==> src/rtl/cpu_fetch.sv <==
// cpu_fetch: instruction fetch stage, one outstanding memory read, registered
// instruction buffer towards decode, and redirect handling with wrong-path drop.
module cpu_fetch #(
    parameter logic [15:0] RESET_PC = 16'h0000
) (
    input  logic        clock,
    input  logic        reset,
    output logic        mem_req_valid,
    input  logic        mem_req_ready,
    output logic [15:0] mem_req_addr,
    input  logic        mem_resp_valid,
    input  logic [15:0] mem_resp_data,
    output logic        inst_valid,
    input  logic        inst_ready,
    output logic [15:0] inst_data,
    output logic [15:0] inst_pc,
    input  logic        redirect_valid,
    input  logic        branch,
    input  logic [15:0] redirect_target
);
    typedef enum logic [1:0] {IDLE, FETCH, WAIT, HOLD} state_t;
    state_t state_q, state_d;
    logic [15:0] pc_q, pc_d, req_pc_q, req_pc_d, data_q, data_d, ipc_q, ipc_d;
    logic discard_q, discard_d, take, drop;
    assign take = redirect_valid && branch;
    assign drop = discard_q || take;
    always_comb begin
        state_d   = state_q;
        pc_d      = pc_q;
        req_pc_d  = req_pc_q;
        data_d    = data_q;
        ipc_d     = ipc_q;
        discard_d = discard_q;
        unique case (state_q)
            IDLE: begin
                state_d = FETCH;
                pc_d    = take ? redirect_target : pc_q;
            end
            FETCH: begin
                // a redirect overrides the increment, and a request accepted alongside it is wrong-path
                pc_d = take ? redirect_target : mem_req_ready ? pc_q + 16'd1 : pc_q;
                if (mem_req_ready) begin
                    req_pc_d  = pc_q;
                    discard_d = take;
                    state_d   = WAIT;
                end
            end
            WAIT: begin
                pc_d = take ? redirect_target : pc_q;
                if (mem_resp_valid) begin
                    discard_d = 1'b0;
                    state_d   = drop ? FETCH : HOLD;
                    data_d    = drop ? data_q : mem_resp_data;
                    ipc_d     = drop ? ipc_q : req_pc_q;
                end else if (take) begin
                    discard_d = 1'b1;
                end
            end
            HOLD: begin
                pc_d    = take ? redirect_target : pc_q;
                state_d = (take || inst_ready) ? FETCH : HOLD;
            end
            default: state_d = IDLE;
        endcase
    end
    always_ff @(posedge clock or posedge reset) begin
        if (reset) begin
            state_q   <= IDLE;
            pc_q      <= RESET_PC;
            req_pc_q  <= RESET_PC;
            data_q    <= 16'h0000;
            ipc_q     <= 16'h0000;
            discard_q <= 1'b0;
        end else begin
            state_q   <= state_d;
            pc_q      <= pc_d;
            req_pc_q  <= req_pc_d;
            data_q    <= data_d;
            ipc_q     <= ipc_d;
            discard_q <= discard_d;
        end
    end
    assign mem_req_valid = state_q == FETCH;
    assign mem_req_addr  = pc_q;
    assign inst_valid    = state_q == HOLD;
    assign inst_data     = data_q;
    assign inst_pc       = ipc_q;
endmodule

==> config.mk <==
export PLATFORM = sky130hd
export DESIGN_NAME = cpu_fetch
export DESIGN_NICKNAME = d
export VERILOG_FILES = /design/src/rtl/cpu_fetch.sv
export SDC_FILE = /design/constraint.sdc
export NUM_CORES = 1
export LEC_CHECK = 0
export CAP_MARGIN = 20
export CORE_ASPECT_RATIO = 1.1
export CORE_MARGIN = 2
export CORE_UTILIZATION = 56
export DETAILED_ROUTE_END_ITERATION = 10
export DONT_BUFFER_PORTS = 1
export PLACE_DENSITY = 0.74
export SYNTH_ARGS = -nofsm -noshare
export SYNTH_HDL_FRONTEND = slang
export SYNTH_SLANG_ARGS = --single-unit
==> constraint.sdc <==
create_clock -name clock -period 2 [get_ports clock]
set_clock_uncertainty 0.2 [all_clocks]
set_input_delay 0.2 -clock clock [delete_from_list [all_inputs] [get_ports clock]]
set_output_delay 0.2 -clock clock [all_outputs]
set_load 0.02 [all_outputs]
### Word level (Yosys, flattened, before mapping)

Cells that the tools add are included.

| word-level totals | value |
|---|---|
| register bits | 67 |
| latch bits | 0 |
| memory bits (writable) | 0 |
| bits in read-only memories | 0 |
| input port bits | 39 |
| output and inout port bits | 50 |
| memories kept | 0 |

| cells by class | value |
|---|---|
| add/subtract/negate cells | 1 |
| multipliers | 0 |
| divide/modulo/power cells | 0 |
| order comparisons | 0 |
| eq/ne operators | 8 |
| shift-type cells | 0 |
| muxes and demuxes | 13 |
| bitwise logic cells | 1 |
| reductions and logical operators | 11 |

Operators by type and width:

| kind | count |
|---|---|
| $mux 16 | 3 |
| $pmux 16 s2 | 1 |
| $add 16x1->16 const B | 1 |
| $mux 2 | 4 |
| $pmux 2 s4 | 1 |
| $reduce_and 2->1 | 3 |
| $reduce_and 3->1 | 2 |
| $eq 2x2->1 const B | 2 |
| $ne 2x1->1 const B | 2 |
| $mux 1 | 3 |
| $ne 3x1->1 const B | 1 |
| $ne 3x3->1 const B | 1 |
| $reduce_or 3->1 | 1 |
| $eq 2x1->1 const B | 1 |
| $logic_not 2->1 | 1 |
| $logic_or 1x1->1 | 2 |
| $ne 2x2->1 const B | 1 |
| $pmux 1 s2 | 1 |
| $reduce_bool 2->1 | 1 |
| $logic_and 1x1->1 | 1 |
| $not 1->1 | 1 |

### Longest topological paths before layout

| logic depth | value |
|---|---|
| word-level depth | 5 |
| gate-level depth with buffers | 6 |
| mapped depth without buffers | 5 |

### Worst setup path before layout

Ideal clock, no wire load.

| path | value |
|---|---|
| path kind | reg2reg |
| start point | register state_q[0] |
| end point | register data_q[0] (netlist: inst_data[0]) |
| arrival time | 1629 ps |
| required time | 1675 ps |
| setup slack | 46 ps |
| cell stages (with the launch flop) | 6 |
| period minus slack after synthesis | 1954 ps |
| cell sequence | dfrtp_1 nand2b_1 or4b_4 buf_6 buf_12 mux2_4 |

| on the way | value |
|---|---|
| longest elaborated chain between the ends | 2 |

Ends and longest elaborated chain:

| what | RTL line | text |
|---|---|---|
| start, declared | 22 | `state_t state_q, state_d;` |
| start signal, assigned | 75 | `state_q <= state_d;` |
| $eq 2x2->1 | 34 | `unique case (state_q)` |
| $reduce_and 3->1 (no line) | -- |  |
| end signal, assigned | 78 | `data_q <= data_d;` |
| end, declared | 23 | `logic [15:0] pc_q, pc_d, req_pc_q, req_pc_d, data_q, data_d, ipc_q, ipc_d;` |

Every way passes these cells.
A chain may end at the register's enable or synchronous reset.

### Final worst setup path

| path | value |
|---|---|
| start point | register pc_q[0] (netlist: mem_req_addr[0]) |
| end point | register pc_q[14] (netlist: mem_req_addr[14]) |

| on the way | value |
|---|---|
| longest elaborated chain between the ends | 4 |

Ends and longest elaborated chain:

| what | RTL line | text |
|---|---|---|
| start, declared | 23 |  |
| start signal, assigned | 76 | `pc_q <= pc_d;` |
| $add 16x1->16 | 41 | `pc_d = take ? redirect_target : mem_req_ready ? pc_q + 16'd1 : pc_q;` |
| $mux 16 (2 in series) | 41 |  |
| $pmux 16 s2 | 34 |  |

Every way passes these cells. The select of a mux whose other input is x is not followed.

==> impl_results.md <==
* Core ar. at 5360 µm²
* Routed len/inst at approximately 17 µm
* Met2 global-route usage at slightly above 40%
* Warnings from Yosys at 0
* Final setup fails at 0
* Layout Cells excl Fill at just over 400
* Register area at 1680 µm²
* Number of flops mapped to enable cells by yosys at 0
* CTS buffer count at 9
* Syn Area/Cell at 11.7 µm²
* Synthesized cell area at between 3000 and 4000 µm²
* First DRT Iteration DRCs at around 140
* Initial antenna violation count at 0
* Worst setup EP type: register
* Max Freq at roughly 0.52 GHz
* Routed WL at 7.13 mm
* CP max stage delay at 450 ps
* Slew @ Worst Pin at about 400 ps
* # H-tree levels at 3
* Overall routing resource usage at between 20% and 30%
* GRT Max-Usage Layer: met2
* Clock buffer depth at 2
* Synth area leader: dfrtp_1
* Synth cell types at 39
* Max Cap Violations at 0
* DP HPWL at around 4.7 mm
* FF+latch count, synth at 67
* CP bufs+invs at 0
* Slew headroom at around 73%
* Multi-input gate area at about 1300 µm²
* Max Fanout on Critical Path at 4
* Setup CP Type: register to register
* Clock net sink count at 67
* Placement Cell Area at around 3300 µm²
* Top FF cell, synth: dfrtp_1
* Family with the most delay on the worst path: simple AND/OR/NAND/NOR gates
* RSZ-0062 raised after global routing: false
* Arrival @ worst endpoint at 2000 ps
* Syn Inst Count at ~270
* Placer Congestion at 0.845
* DRC viols at 0
* CP startpoint kind: register
* First-pass GRT wire length at roughly 11 mm
* Met1 Resource Use GR at 31.8%
* Vias at 2267
* Vias in the first global route at roughly 2300
* Die Y at 81.9 µm
* CTS tree: yes
* Io pins at 89
* Final worst path period need at between 1500 and 2000 ps
* Crit-path cells: ha_1 > nand3_1 > or3_1 > nor2_1 > mux2i_1
* Outcome: finished, final reports clean
* Share of cells above drive strength 1 at roughly a quarter
* Slowest CP cell: or3_1
* Via density at ~5.6
* Initial Util at between 50 and 60%
* Rows at 28
* Chip Width at around 75 µm
* Asr flop ratio synth at 100%
* Mapped Nets at about 310
* Area Growth Syn to Fin at 26.3%
* Clock Latency Late Sink at 330 ps
* Post-synthesis sequential area ratio at a little over half
* Setup TNS at 0 ps
* Grt total ovfl at 0
* Fin util at ~73%
* Design Area, Final at 3900 µm²
* PortBufs at 0
* Synth top area share at a little over half
* Root buf cell: clkbuf_8
* Iteration count of the initial detailed-routing pass at 4
* Pin count of the biggest net entering global routing at 68
* Clock transition at path regs at 70 ps
* Final hold vios at 0
* # diodes at 0
* P_leak at about 0.0018 µW
* Cells after DPL at 357
* Power Density at around 1600 nW/µm²
* Worst Hold Slack at ~17 ps
* Commonest cells post-synth: 67 x dfrtp_1, 55 x nand2_1, 30 x mux2_4, 11 x a21oi_1, 11 x nor2_1
* Fin nets at about 370
* Hold Path Class: primary input to register
* Layout fillers at ~380
* Met3 Resource Use GR at slightly above 5%
* Max-slew violations at 0
* Critical Path RT at slightly above 2000 ps
* Antenna Nets Post-Route at 0
* Area contributors post-synth: dfrtp_1 54%, mux2_4 15%, nand2_1 6.7%
* VDD IR max at between 0.9 and 1 mV
* Final period util at roughly 97%
* Count leader, synth: dfrtp_1
* Die footprint at 6130 µm²
[state kept, by name (all words and copies together) (netlist names)]
name,count
discard_q,1
inst_data,16
state_q,2
req_pc_q,16
inst_pc,16
mem_req_addr,16
[worst paths after layout]
path                                      start                to  slack, ps  depth (start not counted)
worst min-delay path              mem_req_ready         discard_q         20                          3
worst min register to register      req_pc_q[6]       req_pc_q[6]        280                          2
worst max register to register  mem_req_addr[0]  mem_req_addr[14]         60                          5
min in group asynchronous                 reset        inst_pc[0]        230                          3
worst max-delay path            mem_req_addr[0]  mem_req_addr[14]         60                          5
max in group asynchronous                 reset        inst_pc[7]       1080                          3
[stage by stage]
stage	power [µW]	setup WS, ps
final	6210	62.5
after global routing	6570	7.36
after CTS	6230	72.7
after detailed placement	4890	79.1
after global placement	4790	114
after floorplan	4220	45.8
[timing repair]
action | CTS | global route
endpoints found under the hold margin | 102 | 0
buffers inserted | 0 | 0
hold buffers | 35 | 0
gates resized for setup | 0 | 0
[metal layers]
metal  up-vias  share of wire, %
li1       1057                 -
met1      1108                41
met2        94                51
met3         8               6.8
met4         0               1.3
met5         -                 0
[report_power, final]
| part | leakage, µW | internal (µW) | switching [µW] |
|---|---|---|---|
| Sequential | 0.000815 | 1970 | 893 |
| Combinational | 0.000911 | 1070 | 1010 |
| Clock | 0.000113 | 769 | 506 |
| Total | 0.00184 | 3810 | 2400 |
[cell families after synthesis]
family | synth area share [%]
and+or+nand+nor | 15.8
xor gates and xnor gates | 0.850
AOI/OAI and AO/OA | 6.96
muxes | 17.7
buffers and inverters | 4.05
DFF | 54.3
adders and majority gates | 0.405
[final cells by class]
| cell class | count | area share, % |
|---|---|---|
| Clock inverter | 4 | 1.86 |
| Clock buffer | 12 | 3.98 |
| Multi-Input combinational cell | 182 | 33.0 |
| Timing Repair Buffer | 65 | 15.4 |
| Inverter | 3 | 0.385 |
| Sequential cell | 67 | 43.0 |
| Tap cell | 75 | 2.40 |
[placed cells by master, fill, tap and decap left out, types with 3 or more instances in the layout]
cell	count
dfrtp_1	67
nand2_1	55
dlygate4sd3_1	35
mux2_4	30
buf_4	28
nor2_1	11
a21oi_1	11
clkbuf_8	11
o21ai_0	9
nand3_1	7
nor3_1	7
nand4_1	6
mux2i_1	5
or3_1	4
a31oi_1	4
mux2_2	4
xnor2_1	3
a311oi_1	3
o211ai_1	3
[tightest hold or removal path, cell delays in order]
cell and delay, ps:
nor2b_1 90, o21ai_0 80, a21oi_1 130
(Power assumes the default switching activity.)
